[src/rtl/ptw_mem_arbiter.sv]
// ptw_mem_arbiter: shares one memory read port between the I-side and D-side page-table walkers.
// Define PTW_ARB_RR_EN for round-robin tie breaking; otherwise the D-side always wins a tie.
module ptw_mem_arbiter #(
    parameter int ADDR_W = 64,
    parameter int DATA_W = 64
) (
    input  logic              clk,
    input  logic              reset,
    input  logic              i_req,
    input  logic [ADDR_W-1:0] i_addr,
    output logic [DATA_W-1:0] i_pte,
    output logic              i_pte_valid,
    input  logic              d_req,
    input  logic [ADDR_W-1:0] d_addr,
    output logic [DATA_W-1:0] d_pte,
    output logic              d_pte_valid,
    output logic              m_valid,
    output logic [ADDR_W-1:0] m_addr,
    input  logic              m_ok,
    input  logic [DATA_W-1:0] m_data,
    output logic [1:0]        grant
);
    localparam logic [1:0] IDLE  = 2'd0;
    localparam logic [1:0] BUSY  = 2'd1;
    localparam logic [1:0] RESP  = 2'd2;
    localparam logic [1:0] DRAIN = 2'd3;

    logic [1:0]        state;
    logic              owner_d;
    logic              owner_req;
    logic              pick_d;
    logic [ADDR_W-1:0] pick_addr;

    assign owner_req = owner_d ? d_req : i_req;
    assign pick_addr = (pick_d ? d_addr : i_addr) & ~ADDR_W'(7);

`ifdef PTW_ARB_RR_EN
    // rr_ptr names the side favoured on the next tie; it flips away from each winner
    logic rr_ptr;
    assign pick_d = d_req && (!i_req || rr_ptr);
    always_ff @(posedge clk or negedge reset) begin
        if (!reset)
            rr_ptr <= 1'b1;
        else if (state == IDLE && (i_req || d_req))
            rr_ptr <= !pick_d;
    end
`else
    assign pick_d = d_req;
`endif

    always_ff @(posedge clk or negedge reset) begin
        if (!reset) begin
            state       <= IDLE;
            owner_d     <= 1'b0;
            m_valid     <= 1'b0;
            m_addr      <= '0;
            i_pte       <= '0;
            d_pte       <= '0;
            i_pte_valid <= 1'b0;
            d_pte_valid <= 1'b0;
            grant       <= 2'b00;
        end else begin
            i_pte_valid <= 1'b0;
            d_pte_valid <= 1'b0;
            case (state)
                IDLE: if (i_req || d_req) begin
                    state   <= BUSY;
                    owner_d <= pick_d;
                    m_valid <= 1'b1;
                    m_addr  <= pick_addr;
                    grant   <= pick_d ? 2'b10 : 2'b01;
                end
                BUSY: if (!owner_req) begin
                    // a flush that coincides with completion just discards the data
                    if (m_ok) begin
                        state   <= IDLE;
                        m_valid <= 1'b0;
                        grant   <= 2'b00;
                    end else begin
                        state <= DRAIN;
                    end
                end else if (m_ok) begin
                    state   <= RESP;
                    m_valid <= 1'b0;
                    grant   <= 2'b00;
                    if (owner_d) begin
                        d_pte       <= m_data;
                        d_pte_valid <= 1'b1;
                    end else begin
                        i_pte       <= m_data;
                        i_pte_valid <= 1'b1;
                    end
                end
                RESP: state <= IDLE;
                DRAIN: if (m_ok) begin
                    state   <= IDLE;
                    m_valid <= 1'b0;
                    grant   <= 2'b00;
                end
            endcase
        end
    end
endmodule

[config.mk]
export PLATFORM = sky130hd
export DESIGN_NAME = ptw_mem_arbiter
export DESIGN_NICKNAME = d
export VERILOG_FILES = /design/src/rtl/ptw_mem_arbiter.sv
export SDC_FILE = /design/constraint.sdc
export NUM_CORES = 1
export LEC_CHECK = 0
export CAP_MARGIN = 10
export CORE_MARGIN = 2
export CORE_UTILIZATION = 30
export CTS_CLUSTER_DIAMETER = 120
export DETAILED_ROUTE_END_ITERATION = 8
export SLEW_MARGIN = 10
export SYNTH_ARGS = -nofsm -noshare
export SYNTH_HDL_FRONTEND = slang
export SYNTH_SLANG_ARGS = --single-unit
[constraint.sdc]
create_clock -name clk -period 1.6 [get_ports clk]
set_clock_uncertainty 0.05 [all_clocks]
set_input_delay 0.32 -clock clk [delete_from_list [all_inputs] [get_ports clk]]
set_output_delay 0.32 -clock clk [all_outputs]
set_load 0.005 [all_outputs]
==> results of run 1 <==
-- kinds of logic (layout without fill, tap and decap cells) --
group / Yosys count / count (layout)
other: 1 / 3
buffers and inverters: 33 / 461
AND/OR/NAND/NOR: 11 / 11
multiplexers: 253 / 253
flip-flops: 197 / 197
AO/OA/AOI/OAI: 5 / 5
-- path summary, 6_finish.rpt --
path / endpoint / slack (ns) / depth (start not counted) / start
max in group asynchronous: m_addr[14] / 0.62 / 3 / reset
worst min-delay path: grant[0] / 0.26 / 3 / d_req
min in group asynchronous: m_addr[55] / 0.32 / 2 / reset
worst max-delay path: i_pte[35] / 0.02 / 5 / state[0]
worst max register to register: i_pte[35] / 0.02 / 5 / state[0]
worst min register to register: m_valid / 0.43 / 1 / m_valid
-- layout by cell type, fill, tap and decap left out, types with 2 or more instances in the layout --
master,netlist,layout
nand2_1,3,2
mux2_4,0,25
buf_4,10,25
clkbuf_16,0,18
mux2_2,249,224
conb_1,1,3
clkinv_4,0,2
clkinv_8,0,5
dfrtp_1,197,197
dlygate4sd2_1,0,194
inv_6,0,5
nor2_1,2,2
buf_12,0,15
mux2i_1,3,3
clkdlybuf4s50_1,0,188
nand2b_1,3,2
inv_1,2,2
-- synthesized netlist by cell type, types with 2 or more instances --
master    count
mux2_2      249
dfrtp_1     197
buf_2        11
buf_4        10
buf_6        10
mux2i_1       3
nand2_1       3
nand2b_1      3
inv_1         2
nor2_1        2
-- metal layers --
metal  vias to the layer above  track usage [%]  wire (um)
met5                         -                0          0
met4                         0             5.28        377
met3                        19             5.35       1870
met2                       197             27.6      11300
met1                      2808             19.4       9360
li1                       2623                -          -
-- through the flow --
stage / total power [W] / hold slack [ns] / area, um2 / std cells / utilization [%]
6_report: 0.0218 / 0.263 / 13200 / 1271 / 49.1
5_1_grt: 0.0233 / 0.277 / 13200 / 1271 / 49.1
4_1_cts: 0.0219 / 0.229 / 13000 / 1269 / 48.6
3_5_place_dp: 0.0192 / 0.246 / 12600 / 1232 / 47.1
3_3_place_gp: 0.0191 / 0.237 / 12600 / 1232 / 47.1
2_1_floorplan: 0.0124 / -0.0256 / 8130 / 502 / -
-- sequential cells by signal, summed over array words and instances (netlist names) --
signal and flops:
i_pte_valid 1, owner_d 1, d_pte_valid 1, state 2
d_pte 64, m_addr 61, grant 2, i_pte 64
m_valid 1
-- layout make-up --
| type | instances | area, um2 |
|---|---|---|
| Fill cell | 2455 | 13600 |
| Sequential cell | 197 | 4930 |
| Timing Repair Buffer | 427 | 4140 |
| Multi-Input combinational cell | 272 | 3070 |
| Clock buffer | 18 | 429 |
| Tap cell | 341 | 427 |
| Clock inverter | 14 | 159 |
| Inverter | 2 | 7.51 |
-- power groups by stage --
| stage | registers [W] | logic, W | clock network (W) |
|---|---|---|---|
| after detailed placement | 0.00881 | 0.0104 | 0 |
| final | 0.00861 | 0.00894 | 0.00424 |
| after CTS | 0.00864 | 0.00883 | 0.00444 |
| after floorplan | 0.00895 | 0.00347 | 0 |
| after global routing | 0.00898 | 0.00964 | 0.00464 |
| after global placement | 0.00876 | 0.0104 | 0 |
-- timing repair --
item / in CTS / in global routing
setup buffers: 4 / 1
gates resized for setup: 197 / 27
endpoints found under the setup margin: 280 / 174
pin swaps: 1 / 1
cloned: 0 / 1
hold buffers: 1 / 0
hold endpoints to repair: 29 / 0
-- worst max-delay path: stages, from the launching register on --
cell,delay [ns]
dfrtp_1,0.41
nand2_2,0.10
nor3_4,0.21
buf_12,0.18
buf_12,0.17
mux2_2,0.35
==> metrics.md, run 1 <==
| Metric | Value |
|---|---|
| Status | finished, final reports clean |
| CTS Buf Count | 17 |
| Setup Crit Path Kind | reg2reg |
| Number of flops mapped to enable cells by yosys | 0 |
| CTS root buf | clkbuf_16 |
| Worst setup EP type | register |
| Setup_tns | 0 ns |
| Synth Flop Type | dfrtp_1 |
| Total track usage | around 16% |
| Largest net degree at the start of global routing | 39 |
| Antenna diodes | 0 |
| Final Slew Violations | 0 |
| Vias/cell | 4.44 |
| Psw | around 0.0065 W |
| Total gr overflow | 0 |
| P_leak | 5.95 nW |
| Main combinational cell family by area after synthesis | multiplexers |
| Vias in the first global route | 6111 |
| Max Cap Viol | 0 |
| Gate power share | 41.0% |
| Clock tree buffer depth | 2 |
| Switch share | 29.7% |
| Main area contributors after synthesis | dfrtp_1 (61%), mux2_2 (35%), buf_6 (1.4%) |
| Netlist cell types | 20 |
| Avg Inst Size Synth | 16.2 um2 |
| Htree depth | 4 |
| PnR worst setup slack | 0.0166 ns |
| Vias post-DR | 5647 |
| CTS tree | built |
| FP Rows | 60 |
| Share of the synthesized area in the top cell type | between 60% and 70% |
| Sequential-to-total area share from yosys stat | 60.7% |
| PwrDens | around 1700 nW/um2 |
| Core area | 26800 um2 |
| GPL Wtd Cong | 0.726 |
| Hold WC Path Type | in2reg |
| Post-Syn Area | approximately 8000 um2 |
| Synth Register Bits | 197 |
| IO Pins | 394 |
| Final setup viols | 0 |
| F_max | 632 MHz |
| DR DRC count | 0 |
| DP Wirelength | about 17 mm |
| Top fanout value on the critical path | 17 |
| Final hold vios | 0 |
| Height of the die | between 150 and 200 um |
| CP required | 1.86 ns |
| Max rail drop VDD | 754 uV |
| Power Internal | 0.0153 W |
| CTS Sinks | 197 |
| First-pass DRT Iterations | 4 |
| Worst-Skew Late Latency | 0.42 ns |
| WL/cell | 18.0 um |
| Post-Syn Instances | 500 |
| Initial antenna violation count | 0 |
| Clock slew at reported path FFs | about 0.08 ns |
| Die Span X | ~170 um |
| Global-route wire length before repair | 35.6 mm |
| Fin crit period | between 1.5 and 2 ns |
| Starting Density | 30.3% |
| Layout cells sized above 1 | 35.3% |
| Startpoint Class | register |
| RSZ-0062 raised after global routing | true |
| Adder-cell area share of the yosys netlist | 0% |
| Post-synthesis compound-gate area fraction | less than 1% |
| Starting DRT DRC Count | 172 |
| WL final | between 20 and 25 mm |
| Synth Area in XOR/XNOR | 0% |
| # nets final | 1114 |
| Area growth syn-to-layout | 62.0% |
| Async SR Flop Fraction | 100% |
| Synth warn | 0 |
| Final ANT Viol Nets | 0 |
| Die area | around 28000 um2 |
| Sequential power share | 39.5% |
| DP Worst Slack | -0.438 ns |
| Biggest area consumer among synthesized cells | dfrtp_1 |
| Clk pwr share | 19.5% |
| Number of buffers added on ports | 384 |
| Post-synthesis simple-gate area fraction | 0.739% |
| Tcrit/Tclk final | 99.0% |
| Arrival time worst endpoint | 1.84 ns |
| Post-synthesis mux area share | between 30% and 40% |
No activity file was read; power rests on OpenSTA's default activity.
==> inputs of run 2 (changes only) <==
Clock period 1.6 ns to 2 ns, I/O delays scaled along.
==> metrics.md, run 2 (synthesis gave the netlist of run 1 again) <==
| Metric | Value |
|---|---|
| Status | finished, final reports clean |
| Worst setup EP type | primary output |
| WL final | 22.3 mm (-2.7%) |
| Number of buffers added on ports | 384 (unchanged) |
| PwrDens | 1400 nW/um2 (-15%) |
| Layout cells sized above 1 | 34.1% (-1.2 points) |
| Delay-heaviest family, CP | buffers and inverters |
| Final Slew Violations | 0 (unchanged) |
| Vias post-DR | 5557 (-1.6%) |
| CP required | 1.55 ns (-0.31 ns) |
| Global-route wire length before repair | 34.7 mm (-2.4%) |
| Commonest non-fill, non-tap cell in the layout | clkdlybuf4s50_1 |
| Final hold vios | 0 (unchanged) |
| Fill cells | 2433 (-0.90%) |
| GPL Wtd Cong | 0.730 (+0.59%) |
| Initial antenna violation count | 0 (unchanged) |
| Post-route cell area | 13100 um2 (about the same) |
| Height of the die | 169 um (unchanged) |
| Post-Layout Cell Count | 1256 (-1.2%) |
| Max Cap Viol | 0 (unchanged) |
| Worst-Skew Late Latency | 0.42 ns (about the same) |
| Total power draw | 0.0185 W (-15%) |
| Largest net degree at the start of global routing | 52 (+33%) |
| Utilization after layout | 49.1% (about the same) |
| Die area | 28400 um2 (unchanged) |
| Total track usage | 15.8% (-0.39 points) |
| Arrival time worst endpoint | 1.36 ns (-0.48 ns) |
| Top fanout value on the critical path | 3 (-14) |
| Top Registers | d_pte x64, i_pte x64, m_addr x61 |
| Count of hold-fix buffers inserted at cts | 1 (unchanged) |
| Startpoint Class | register |
| WP buf/inv | 1 (-1) |
| Clock slew at reported path FFs | 0.07 ns (about the same) |
| Worst hold slack | 0.317 ns (+0.0543 ns) |
| Cts repair resizes | 0 (-100%) |
| Dpl cell area | 12600 um2 (-0.48%) |
| Core area | 26800 um2 (unchanged) |
| WL/cell | 17.7 um (-1.6%) |
| Final ANT Viol Nets | 0 (unchanged) |
| CTS Sinks | 197 (unchanged) |
| Hold WC Path Type | in2reg |
| Area growth syn-to-layout | 61.8% (about the same) |
| FP Rows | 60 (unchanged) |
| Starting Density | 30.3% (unchanged) |
| Commonest non-fill, non-tap cells in the layout | clkdlybuf4s50_1 (382), mux2_2 (249), dfrtp_1 (197), clkbuf_16 (17), buf_12 (15) |
| Placed cell count | 1224 (-0.65%) |
| Setup Crit Path Kind | reg2out |
| IO Pins | 394 (unchanged) |
| Vias/cell | 4.42 (-0.42%) |
| Die Span X | 169 um (unchanged) |
| Slowest stage cell, crit path | clkdlybuf4s50_1 |
| Tcrit/Tclk final | 90.4% |
| Htree depth | 4 (unchanged) |
| Max rail drop VDD | 683 uV (-9.4%) |
| Total gr overflow | 0 (unchanged) |
| CP max stage delay | 0.56 ns (+0.15 ns) |
| Starting DRT DRC Count | 141 (-18%) |
| Antenna diodes | 0 (unchanged) |
| CTS tree | built |
| DP Wirelength | 16.9 mm (-2.5%) |
| RSZ-0062 raised after global routing | false |
| P_leak | 5.44 nW (-8.6%) |
| F_max | between 500 and 600 MHz |
| CTS Buf Count | 17 (unchanged) |
| Fin crit period | 1.81 ns |
| Final setup viols | 0 (unchanged) |
| Clock tree buffer depth | 2 (unchanged) |
| CTS root buf | clkbuf_16 |
| Critical path, cell by cell | clkdlybuf4s50_1 |
| Vias in the first global route | 6130 (+0.31%) |
| DR DRC count | 0 (unchanged) |
| Post-CTS setup buffer count | 0 (-4) |
| # nets final | 1100 (-1.3%) |
| First-pass DRT Iterations | 4 (unchanged) |
run 2: changes by cell type in the layout (fill, tap and decap cells not counted), moves of 2 or more:
cell,change
mux2_2,+25
inv_8,+2
dlygate4sd2_1,-194
clkinv_8,-3
mux2_4,-25
clkdlybuf4s50_1,+194
buf_4,-12
run 2: power breakdown:
part	leakage (nW)	switching, W	internal [W]
Combinational	2.79	0.00248	0.00567
Sequential	2.36	0.000970	0.00598
Clock	0.279	0.00168	0.00169
run 2: routing by layer:
metal / global-route usage, % / vias to the layer above / routed length (um) / share of wire [%]
met3: 5.56 / 18 / 1800 / 8.1
li1: - / 2572 / - / -
met1: 18.4 / 2766 / 8980 / 40
met4: 4.80 / 0 / 357 / 1.6
met2: 27.5 / 201 / 11100 / 50
met5: 0 / - / 0 / 0
run 2: through the flow:
| step | setup WS (ns) | TNS [ns] |
|---|---|---|
| finish | 0.192 | 0 |
| global route | 0.135 | 0 |
| CTS | 0.161 | 0 |
| detailed placement | -0.142 | -7.68 |
| global placement | -0.133 | -7.39 |
| floorplan | 0.451 | 0 |
run 2: worst paths after layout:
| check | from | end | slack, ns | depth (start not counted) |
|---|---|---|---|---|
| max | grant[1] | grant[1] | 0.19 | 1 |
| min | d_req | grant[0] | 0.32 | 2 |
| max reg2reg | state[1] | i_pte[45] | 0.32 | 4 |
| min reg2reg | m_valid | m_valid | 0.45 | 1 |
| max in group asynchronous | reset | d_pte[0] | 0.80 | 3 |
| min in group asynchronous | reset | m_addr[59] | 0.44 | 2 |
run 2: layout make-up:
| cell class | count | area [um2] | share of cell area (%) |
|---|---|---|---|
| clock inverters | 13 | 135 | 1.03 |
| repair buffers | 413 | 4250 | 32.3 |
| inverters | 2 | 7.51 | 0.0571 |
| clock buffers | 18 | 439 | 3.34 |
| well taps | 341 | 427 | 3.25 |
| flip-flops and latches | 197 | 4930 | 37.5 |
| multi-input cells | 272 | 2960 | 22.5 |
==> inputs of run 3 (changes only) <==
Clock period 2 ns to 1.55 ns, I/O delays scaled along.
==> metrics.md, run 3 (synthesis gave the netlist of run 1 again) <==
| Metric | Value |
|---|---|
| Antenna diodes | 0 (unchanged) |
| Total track usage | 16.3% (+0.52 points) |
| Worst setup EP type | register |
| F_max | 617 MHz |
| GPL Wtd Cong | 0.725 (-0.75%) |
| Fill cells | 2434 (+0.041%) |
| CTS Buf Count | 17 (unchanged) |
| Largest net degree at the start of global routing | 41 (-21%) |
| CTS Sinks | 197 (unchanged) |
| Vias post-DR | 5730 (+3.1%) |
| CP required | 1.82 ns (+0.27 ns) |
| Final Slew Violations | 0 (unchanged) |
| Top Usage Layer GRT | met2 |
| Clock tree buffer depth | 2 (unchanged) |
| Tcrit/Tclk final | 105% |
| CP max stage delay | 0.42 ns (-0.14 ns) |
| Startpoint Class | register |
| Arrival time worst endpoint | 1.89 ns (+0.53 ns) |
| Setup Crit Path Kind | reg2reg |
| Vias/cell | 4.48 (+1.2%) |
| PnR worst setup slack | -0.0715 ns (-0.263 ns) |
| Area growth syn-to-layout | 65.3% |
| Utilization after layout | 50.1% (+1.0 points) |
| Final setup viols | 120 (+120) |
| Worst-Skew Late Latency | 0.42 ns (about the same) |
| Fin crit period | roughly 1.6 ns |
| Top fanout value on the critical path | 15 (+12) |
| M1 GR Usage | 19.4% (+1.0 points) |
| WL final | 23.8 mm (+7.0%) |
| Initial antenna violation count | 0 (unchanged) |
| Commonest non-fill, non-tap cell in the layout | mux2_2 |
| Failing checks | setup timing |
| Height of the die | 169 um (unchanged) |
| Global-route wire length before repair | 35.8 mm (+3.2%) |
| IO Pins | 394 (unchanged) |
| Hold WC Path Type | in2reg |
| Starting DRT DRC Count | 170 (+21%) |
| Post-Layout Cell Count | 1280 (+1.9%) |
| WL/cell | 18.6 um (+5.0%) |
| Max Cap Viol | 0 (unchanged) |
| Top Registers | d_pte x64, i_pte x64, m_addr x61 |
| Starting Density | 30.3% (unchanged) |
| FP Rows | 60 (unchanged) |
| Final hold vios | 0 (unchanged) |
| Met2 Resource Use GR | 27.9% (+0.36 points) |
| Htree depth | 4 (unchanged) |
| PwrDens | 1700 nW/um2 (+21%) |
| # nets final | 1123 (+2.1%) |
| Die Span X | 169 um (unchanged) |
| CTS tree | built |
| Max rail drop VDD | 819 uV (+20%) |
| Core area | 26800 um2 (unchanged) |
| Number of buffers added on ports | 384 (unchanged) |
| Placed cell count | 1232 (+0.65%) |
| Total gr overflow | 0 (unchanged) |
| Dpl cell area | 12600 um2 (+0.38%) |
| Post-route cell area | 13400 um2 (+2.1%) |
| RSZ-0062 raised after global routing | true |
| Worst hold slack | 0.257 ns (-0.0601 ns) |
| Most used cell, CP | buf_12 |
| Layout cells sized above 1 | 35.9% (+1.8 points) |
| DR DRC count | 0 (unchanged) |
| First-pass DRT Iterations | 4 (unchanged) |
| Critical path, cell by cell | nand2b_4 -> nor3_4 -> buf_12 -> buf_12 -> mux2_2 |
| DP Worst Slack | -0.414 ns (-0.272 ns) |
| Die area | 28400 um2 (unchanged) |
| CTS root buf | clkbuf_16 |
| M3 GR Usage | 5.17% (-0.40 points) |
| Clock slew at reported path FFs | 0.08 ns (about the same) |
| Slowest stage cell, crit path | dfrtp_1 |
| P_leak | 6.09 nW (+12%) |
| DP Wirelength | 17.2 mm (+2.0%) |
| Final ANT Viol Nets | 0 (unchanged) |
| Status | complete, but fails checks |
| Vias in the first global route | 6183 (+0.86%) |
| Commonest non-fill, non-tap cells in the layout | mux2_2 (211), dfrtp_1 (197), dlygate4sd2_1 (194), clkdlybuf4s50_1 (188), mux2_4 (38) |
## run 3: what timing repair did
| action | in CTS | in global routing |
|---|---|---|
| cloned | 3 | 6 |
| endpoints found under the setup margin | 335 | 187 |
| hold endpoints to repair | 31 | 0 |
| pin swaps | 1 | 1 |
| gates resized for setup | 223 | 29 |
| setup buffers | 6 | 0 |
| hold buffers | 1 | 0 |
## run 3: final cells by class
cell class              count  area [um2]  area share (%)
inverters                   2        7.51          0.0559
flip-flops and latches    197        4930            36.7
clock buffers              19         433            3.22
repair buffers            436        4380            32.6
well taps                 341         427            3.18
multi-input cells         272        3110            23.2
clock inverters            13         138            1.03
## run 3: critical path: cells and delay by family, from the launching register on
family	cells	cell delay [ns]
flops	1	0.42
mux	1	0.34
buf+inv	2	0.35
simple gates	2	0.32
## run 3: power by group
| part | internal, W | switching [W] |
|---|---|---|
| combinational | 0.00622 | 0.00337 |
| sequential | 0.00771 | 0.00122 |
| clock | 0.00215 | 0.00217 |
| total | 0.0161 | 0.00676 |
## run 3: per-layer routing
metal | vias to the layer above | wire (um) | part of all wire (%)
met5 | - | 0 | 0
met4 | 0 | 524 | 2.2
met3 | 27 | 1770 | 7.4
met2 | 208 | 11600 | 49
met1 | 2868 | 9950 | 42
li1 | 2627 | - | -
## run 3: stage by stage
step / setup TNS [ns] / power, W
2_1_floorplan: 0 / 0.0128
3_3_place_gp: -68.08 / 0.0197
3_5_place_dp: -67.39 / 0.0198
4_1_cts: -3.35 / 0.0229
5_1_grt: -20.08 / 0.0243
6_report: -4.30 / 0.0228
## run 3: final timing paths
kind / start / to / slack, ns / cells past startpoint
worst max-delay path: state[1] / i_pte[26] / -0.07 / 5
min in group asynchronous: reset / d_pte[5] / 0.35 / 2
worst max register to register: state[1] / i_pte[26] / -0.07 / 5
worst min register to register: m_valid / m_valid / 0.44 / 1
worst min-delay path: d_req / grant[0] / 0.26 / 3
max in group asynchronous: reset / i_pte[27] / 0.57 / 3
